[src/rtl/mem_fill_arbiter.sv]
// Arbitrates the shared pipelined main-memory port between write-through stores, D-cache fills
// and I-cache fills, sequencing 8-word block fills and steering returned words into the caches.
module mem_fill_arbiter #(
    parameter int ADDR_W  = 16,
    parameter int DATA_W  = 16,
    parameter int MEM_LAT = 4
) (
    input  logic              clk,
    input  logic              rst,
    input  logic              i_miss,
    input  logic [ADDR_W-1:0] i_miss_addr,
    input  logic              d_miss,
    input  logic [ADDR_W-1:0] d_miss_addr,
    input  logic              d_wr_req,
    input  logic [ADDR_W-1:0] d_wr_addr,
    input  logic [DATA_W-1:0] d_wr_data,
    output logic              mem_en,
    output logic              mem_wr,
    output logic [ADDR_W-1:0] mem_addr,
    output logic [DATA_W-1:0] mem_wdata,
    input  logic [DATA_W-1:0] mem_rdata,
    input  logic              mem_rvalid,
    output logic              fill_we,
    output logic              fill_to_i,
    output logic [2:0]        fill_word,
    output logic [DATA_W-1:0] fill_wdata,
    output logic              fill_tag_we,
    output logic              i_fill_done,
    output logic              d_fill_done,
    output logic              d_wr_done,
    output logic              busy
);

    typedef enum logic [1:0] {IDLE, WRITE, FILL_D, FILL_I} state_t;

    state_t            state, state_nxt;
    logic [3:0]        issue_cnt;
    logic [2:0]        ret_cnt;
    logic [7:0]        fill_cyc;
    logic [ADDR_W-1:0] addr_lat;
    logic [DATA_W-1:0] wdata_lat;
    logic [ADDR_W-1:0] base;
    logic              in_fill, issuing, accept_ret, last_ret;

    assign in_fill    = (state == FILL_D) || (state == FILL_I);
    assign issuing    = in_fill && !issue_cnt[3];
    // A return can only be genuine once the first read has had time to come back.
    assign accept_ret = in_fill && mem_rvalid && (fill_cyc >= 8'(MEM_LAT));
    assign last_ret   = accept_ret && (ret_cnt == 3'd7);
    assign base       = {addr_lat[ADDR_W-1:4], 4'h0};

    // State register
    always_ff @(posedge clk or posedge rst) begin
        if (rst) begin
            state <= IDLE;
        end else begin
            state <= state_nxt;
        end
    end

    // Grant latching and fill issue/return bookkeeping
    always_ff @(posedge clk or posedge rst) begin
        if (rst) begin
            issue_cnt <= 4'd0;
            ret_cnt   <= 3'd0;
            fill_cyc  <= 8'd0;
            addr_lat  <= '0;
            wdata_lat <= '0;
        end else if (state == IDLE) begin
            issue_cnt <= 4'd0;
            ret_cnt   <= 3'd0;
            fill_cyc  <= 8'd0;
            if (d_wr_req) begin
                addr_lat  <= d_wr_addr;
                wdata_lat <= d_wr_data;
            end else if (d_miss) begin
                addr_lat <= d_miss_addr;
            end else if (i_miss) begin
                addr_lat <= i_miss_addr;
            end
        end else begin
            if (issuing) begin
                issue_cnt <= issue_cnt + 4'd1;
            end
            if (accept_ret) begin
                ret_cnt <= ret_cnt + 3'd1;
            end
            if (fill_cyc != 8'hFF) begin
                fill_cyc <= fill_cyc + 8'd1;
            end
        end
    end

    // Next-state: fixed priority store > D fill > I fill, sampled only in IDLE
    always_comb begin
        state_nxt = state;
        case (state)
            IDLE: begin
                if (d_wr_req) begin
                    state_nxt = WRITE;
                end else if (d_miss) begin
                    state_nxt = FILL_D;
                end else if (i_miss) begin
                    state_nxt = FILL_I;
                end else begin
                    state_nxt = IDLE;
                end
            end
            WRITE: state_nxt = IDLE;
            FILL_D, FILL_I: begin
                if (last_ret) begin
                    state_nxt = IDLE;
                end else begin
                    state_nxt = state;
                end
            end
            default: state_nxt = IDLE;
        endcase
    end

    // Memory-port and cache-fill outputs decoded from state and counters
    always_comb begin
        mem_en      = 1'b0;
        mem_wr      = 1'b0;
        mem_addr    = '0;
        mem_wdata   = '0;
        fill_we     = 1'b0;
        fill_to_i   = 1'b0;
        fill_word   = 3'd0;
        fill_wdata  = '0;
        fill_tag_we = 1'b0;
        i_fill_done = 1'b0;
        d_fill_done = 1'b0;
        d_wr_done   = 1'b0;
        busy        = (state != IDLE);
        if (state == WRITE) begin
            mem_en    = 1'b1;
            mem_wr    = 1'b1;
            mem_addr  = addr_lat;
            mem_wdata = wdata_lat;
            d_wr_done = 1'b1;
        end else begin
            mem_wr = 1'b0;
        end
        if (issuing) begin
            mem_en   = 1'b1;
            mem_addr = base + ADDR_W'({issue_cnt[2:0], 1'b0});
        end else begin
            fill_word = 3'd0;
        end
        if (accept_ret) begin
            fill_we     = 1'b1;
            fill_to_i   = (state == FILL_I);
            fill_word   = ret_cnt;
            fill_wdata  = mem_rdata;
            fill_tag_we = last_ret;
            i_fill_done = last_ret && (state == FILL_I);
            d_fill_done = last_ret && (state == FILL_D);
        end else begin
            fill_we = 1'b0;
        end
    end

endmodule

[config.mk]
export PLATFORM = sky130hd
export DESIGN_NAME = mem_fill_arbiter
export DESIGN_NICKNAME = d
export VERILOG_FILES = /design/src/rtl/mem_fill_arbiter.sv
export SDC_FILE = /design/constraint.sdc
export NUM_CORES = 1
export LEC_CHECK = 0
export CAP_MARGIN = 0
export CELL_PAD_IN_SITES_DETAIL_PLACEMENT = 1
export CELL_PAD_IN_SITES_GLOBAL_PLACEMENT = 1
export CORE_ASPECT_RATIO = 1.4
export CORE_MARGIN = 2
export CORE_UTILIZATION = 45
export CTS_CLUSTER_DIAMETER = 60
export DETAILED_ROUTE_END_ITERATION = 16
export DONT_BUFFER_PORTS = 1
export PLACE_DENSITY = 0.87
export SKIP_CTS_REPAIR_TIMING = 1
export SLEW_MARGIN = 20
export SYNTH_ARGS = -nofsm -noshare
export SYNTH_HDL_FRONTEND = slang
export SYNTH_SLANG_ARGS = --single-unit
[constraint.sdc]
create_clock -name clk -period 2.87 [get_ports clk]
set_clock_uncertainty 0.2 [all_clocks]
set_input_delay 0.1435 -clock clk [delete_from_list [all_inputs] [get_ports clk]]
set_output_delay 0.1435 -clock clk [all_outputs]
set_load 0.005 [all_outputs]
==> results.md <==
* Critical Path RT at between 2 and 3 ns
* Initial Util at 0.4684
* Failing checks: hold timing
* Hold slack at -0.04333 ns
* Fin crit share at 0.9379
* Worst setup path end: state[0]
* Vias in the first global route at 2,175
* Final setup vio count at 0
* Cell Pwr Density at 894.6 nW/um^2
* Layout Utilization at 0.5491
* HPWL after DPL at 5.096 mm
* Dominant cell type by area after synthesis: dfrtp_1
* Via density at 5.900
* Clock Latency Late Sink at 0.30 ns
* H-tree level count at 2
* Rows at 34
* Worst path arrival time at roughly 2.7 ns
* Fillers at 665
* CTS max path bufs at 2
* Post-synthesis cell area at slightly below 3000 um^2
* Leakage at approximately 1.5 nW
* F_max at 0.3715 GHz
* Syn nets at 373
* DRT Wirelength at 7.716 mm
* Reg2Reg Capture Point: state[0]
* Initial antenna violation count at 0
* Hold crit path type: primary input to flop
* TritonCTS buffer count at 5
* Syn Area/Cell at between 10 and 15 um^2
* EDFF count, synth at 0
* Startpoint types: primary input
* Pint at 1.984 mW
* Synth Warn # at 0
* Worst R2R Path Depth at 4
* Post-synthesis compound-gate area fraction at 0.09334
* Setup ws final at 0.1782 ns
* Avg WL per Cell at 19.84 um
* Nets at just over 400
* Root Buffer: clkbuf_8
* Tot Pwr at 3.093 mW
* DIE HEIGHT at 99.79 um
* Mapped Cells at around 280
* Synth Register Bits at 49
* Area delta synth->final at 17.23%
* Router iterations before antenna repair at 4
* Die area at ~7200 um^2
* Post-route cell area at about 3500 um^2
* Proportion of synthesized area in mux cells at 0.1901
* GRT Util Overall at 0.1839
* Async set-reset flop share out of synthesis at 1.000
* Post-Place Cells at 339
* Core ar. at about 6300 um^2
* Tightest Pin Transition at 0.9927 ns
* Initial DRC count at between 50 and 60
* Sw Ratio at 0.3586
* Chip Width at approximately 72 um
* Final min period at roughly 2.7 ns
* GP Congestion at 0.7795
* Net load switching power at 1.109 mW
* Register area share after synthesis at 0.4158
* Crit path launch: d_wr_req
* Share of cells above drive strength 1 at 0.2303
* DRT antenna net count at 0
* CP Capture Type: flop
* RSZ-0062 raised after global routing: false
* Number of port buffers at 0
* FF-to-FF Start: fill_cyc[4]
* Largest family of logic cells by synthesized area: simple AND/OR/NAND/NOR gates
* Ant. Diodes at 0
* Grt total ovfl at 0
* Max-Cap Viols at 0
* Drc violations at 0
* Top_reg_cell synth: dfrtp_1
* Synth Area in Simple Gates at 0.2100
* Clock transition at path regs at 0.09 ns
* Yosys cell types at 43
* Adder-Cell Fraction of Synth Area at 0.02121
* Reg power frac at 0.420
* TritonCTS clock tree: done
* Worst rel slew slack at 0.3360
* Synth top area cells: dfrtp_1 42%, mux2_2 12%, mux2i_1 6.8%
* Final Max Tran Viols at 0
* Worst Path Max Fanout at 31
* First-pass GRT wire length at 10.35 mm
* Area of the multi-input gates at between 1500 and 2000 um^2
* Place WS at 0.5543 ns
* # IOs at between 100 and 150
* Post-route insts no fill at roughly 390
* Setup_tns at 0 ns
* Outcome: complete, but fails checks
* Final Hold Fails at 4
* Routed via count at 2,295
* Clock power share at 0.168
* Largest net degree at the start of global routing at 50
* Reg area at 1226 um^2
* Post-synth top area share at 0.4158
* Clock tree sinks at 49
* Synth Area in XOR/XNOR at 0.005940
* Comb power frac at 0.412
* Area after DPL at roughly 2900 um^2
* R2R Setup Slk at between 0.4 and 0.5 ns
* Setup CP Type: primary input to flop
* Max VDD drop at 0.4785 mV
## routing by layer
layer | part of all wire | track usage
met2 | 0.55 | 0.3486
met3 | 0.068 | 0.04317
met4 | 0.023 | 0.06553
met1 | 0.36 | 0.1935
met5 | 0 | 0
## cell usage in the layout, fill, tap and decap left out, types with 3 or more instances in the layout
| cell type | count |
|---|---|
| dlygate4sd3_1 | 42 |
| inv_1 | 7 |
| clkbuf_8 | 6 |
| nor3_1 | 4 |
| and2_4 | 19 |
| nor2b_1 | 3 |
| nand3_1 | 5 |
| buf_4 | 4 |
| and2_1 | 31 |
| mux2_2 | 32 |
| a21oi_1 | 3 |
| ha_1 | 5 |
| nand2_1 | 26 |
| dfrtp_1 | 49 |
| a31oi_1 | 4 |
| and2_2 | 3 |
| a211oi_1 | 3 |
| o21ai_0 | 23 |
| mux2i_1 | 20 |
## power by group through the flow
stage          combinational [mW]  clock [mW]  sequential [mW]
4_1_cts                      1.20       0.531             1.29
5_1_grt                      1.41       0.564             1.35
3_3_place_gp                 1.12           0             1.27
2_1_floorplan                1.15           0             1.18
6_report                     1.27       0.520             1.30
3_5_place_dp                 1.19           0             1.30
## synthesized netlist by cell type, types with 2 or more instances
master and number:
dfrtp_1 49, nor2b_1 3, mux2_2 32, nor3_1 4
a21oi_1 3, a31oi_1 4, xnor2_1 2, nand3_1 5
ha_1 5, nor4_1 2, nand2_1 26, o22ai_1 2
buf_2 5, and2_4 19, mux2i_1 20, clkbuf_1 7
and2_2 3, inv_1 8, o21ai_0 23, a22o_1 2
a211oi_1 3, buf_8 2, nor2_2 2, and2_1 31
buf_4 2
## layout make-up
cell class | instances | share of cell area
clock buffers | 6 | 0.02389
clock inverters | 2 | 0.01086
inverters | 9 | 0.01013
multi-input cells | 205 | 0.4441
flip-flops and latches | 49 | 0.3547
well taps | 72 | 0.02606
repair buffers | 46 | 0.1303
## critical path, cell delays in order
cell and delay (ns):
dlygate4sd3_1 1.19, a21oi_1 0.07, dlygate4sd3_1 0.60, o22ai_1 0.15, dlygate4sd3_1 0.57
## flip-flops by register name, indices dropped and copies added (netlist names)
signal	flops
addr_lat	16
fill_cyc	8
issue_cnt	4
ret_cnt	3
state	2
wdata_lat	16
## how the worst min path moves through the flow
stage	depth (start not counted)	end	startpoint	slack (ns)
6_report	2	addr_lat[9]	d_wr_req	-0.04
5_1_grt	3	addr_lat[7]	i_miss_addr[7]	-0.01
4_1_cts	1	state[1]	d_wr_req	-0.28
3_5_place_dp	1	state[1]	d_wr_req	0.05
3_3_place_gp	1	state[1]	d_wr_req	0.04
2_1_floorplan	1	wdata_lat[10]	d_wr_data[10]	0.1
## cell families (layout without fill, tap and decap cells)
family	Yosys count	in the layout
mux	52	52
buf+inv	28	63
xor+xnor	2	2
flops	49	49
simple gates	102	102
fa+ha+maj	5	5
compound gates	44	44
No activity file was read; power rests on OpenSTA's default activity.
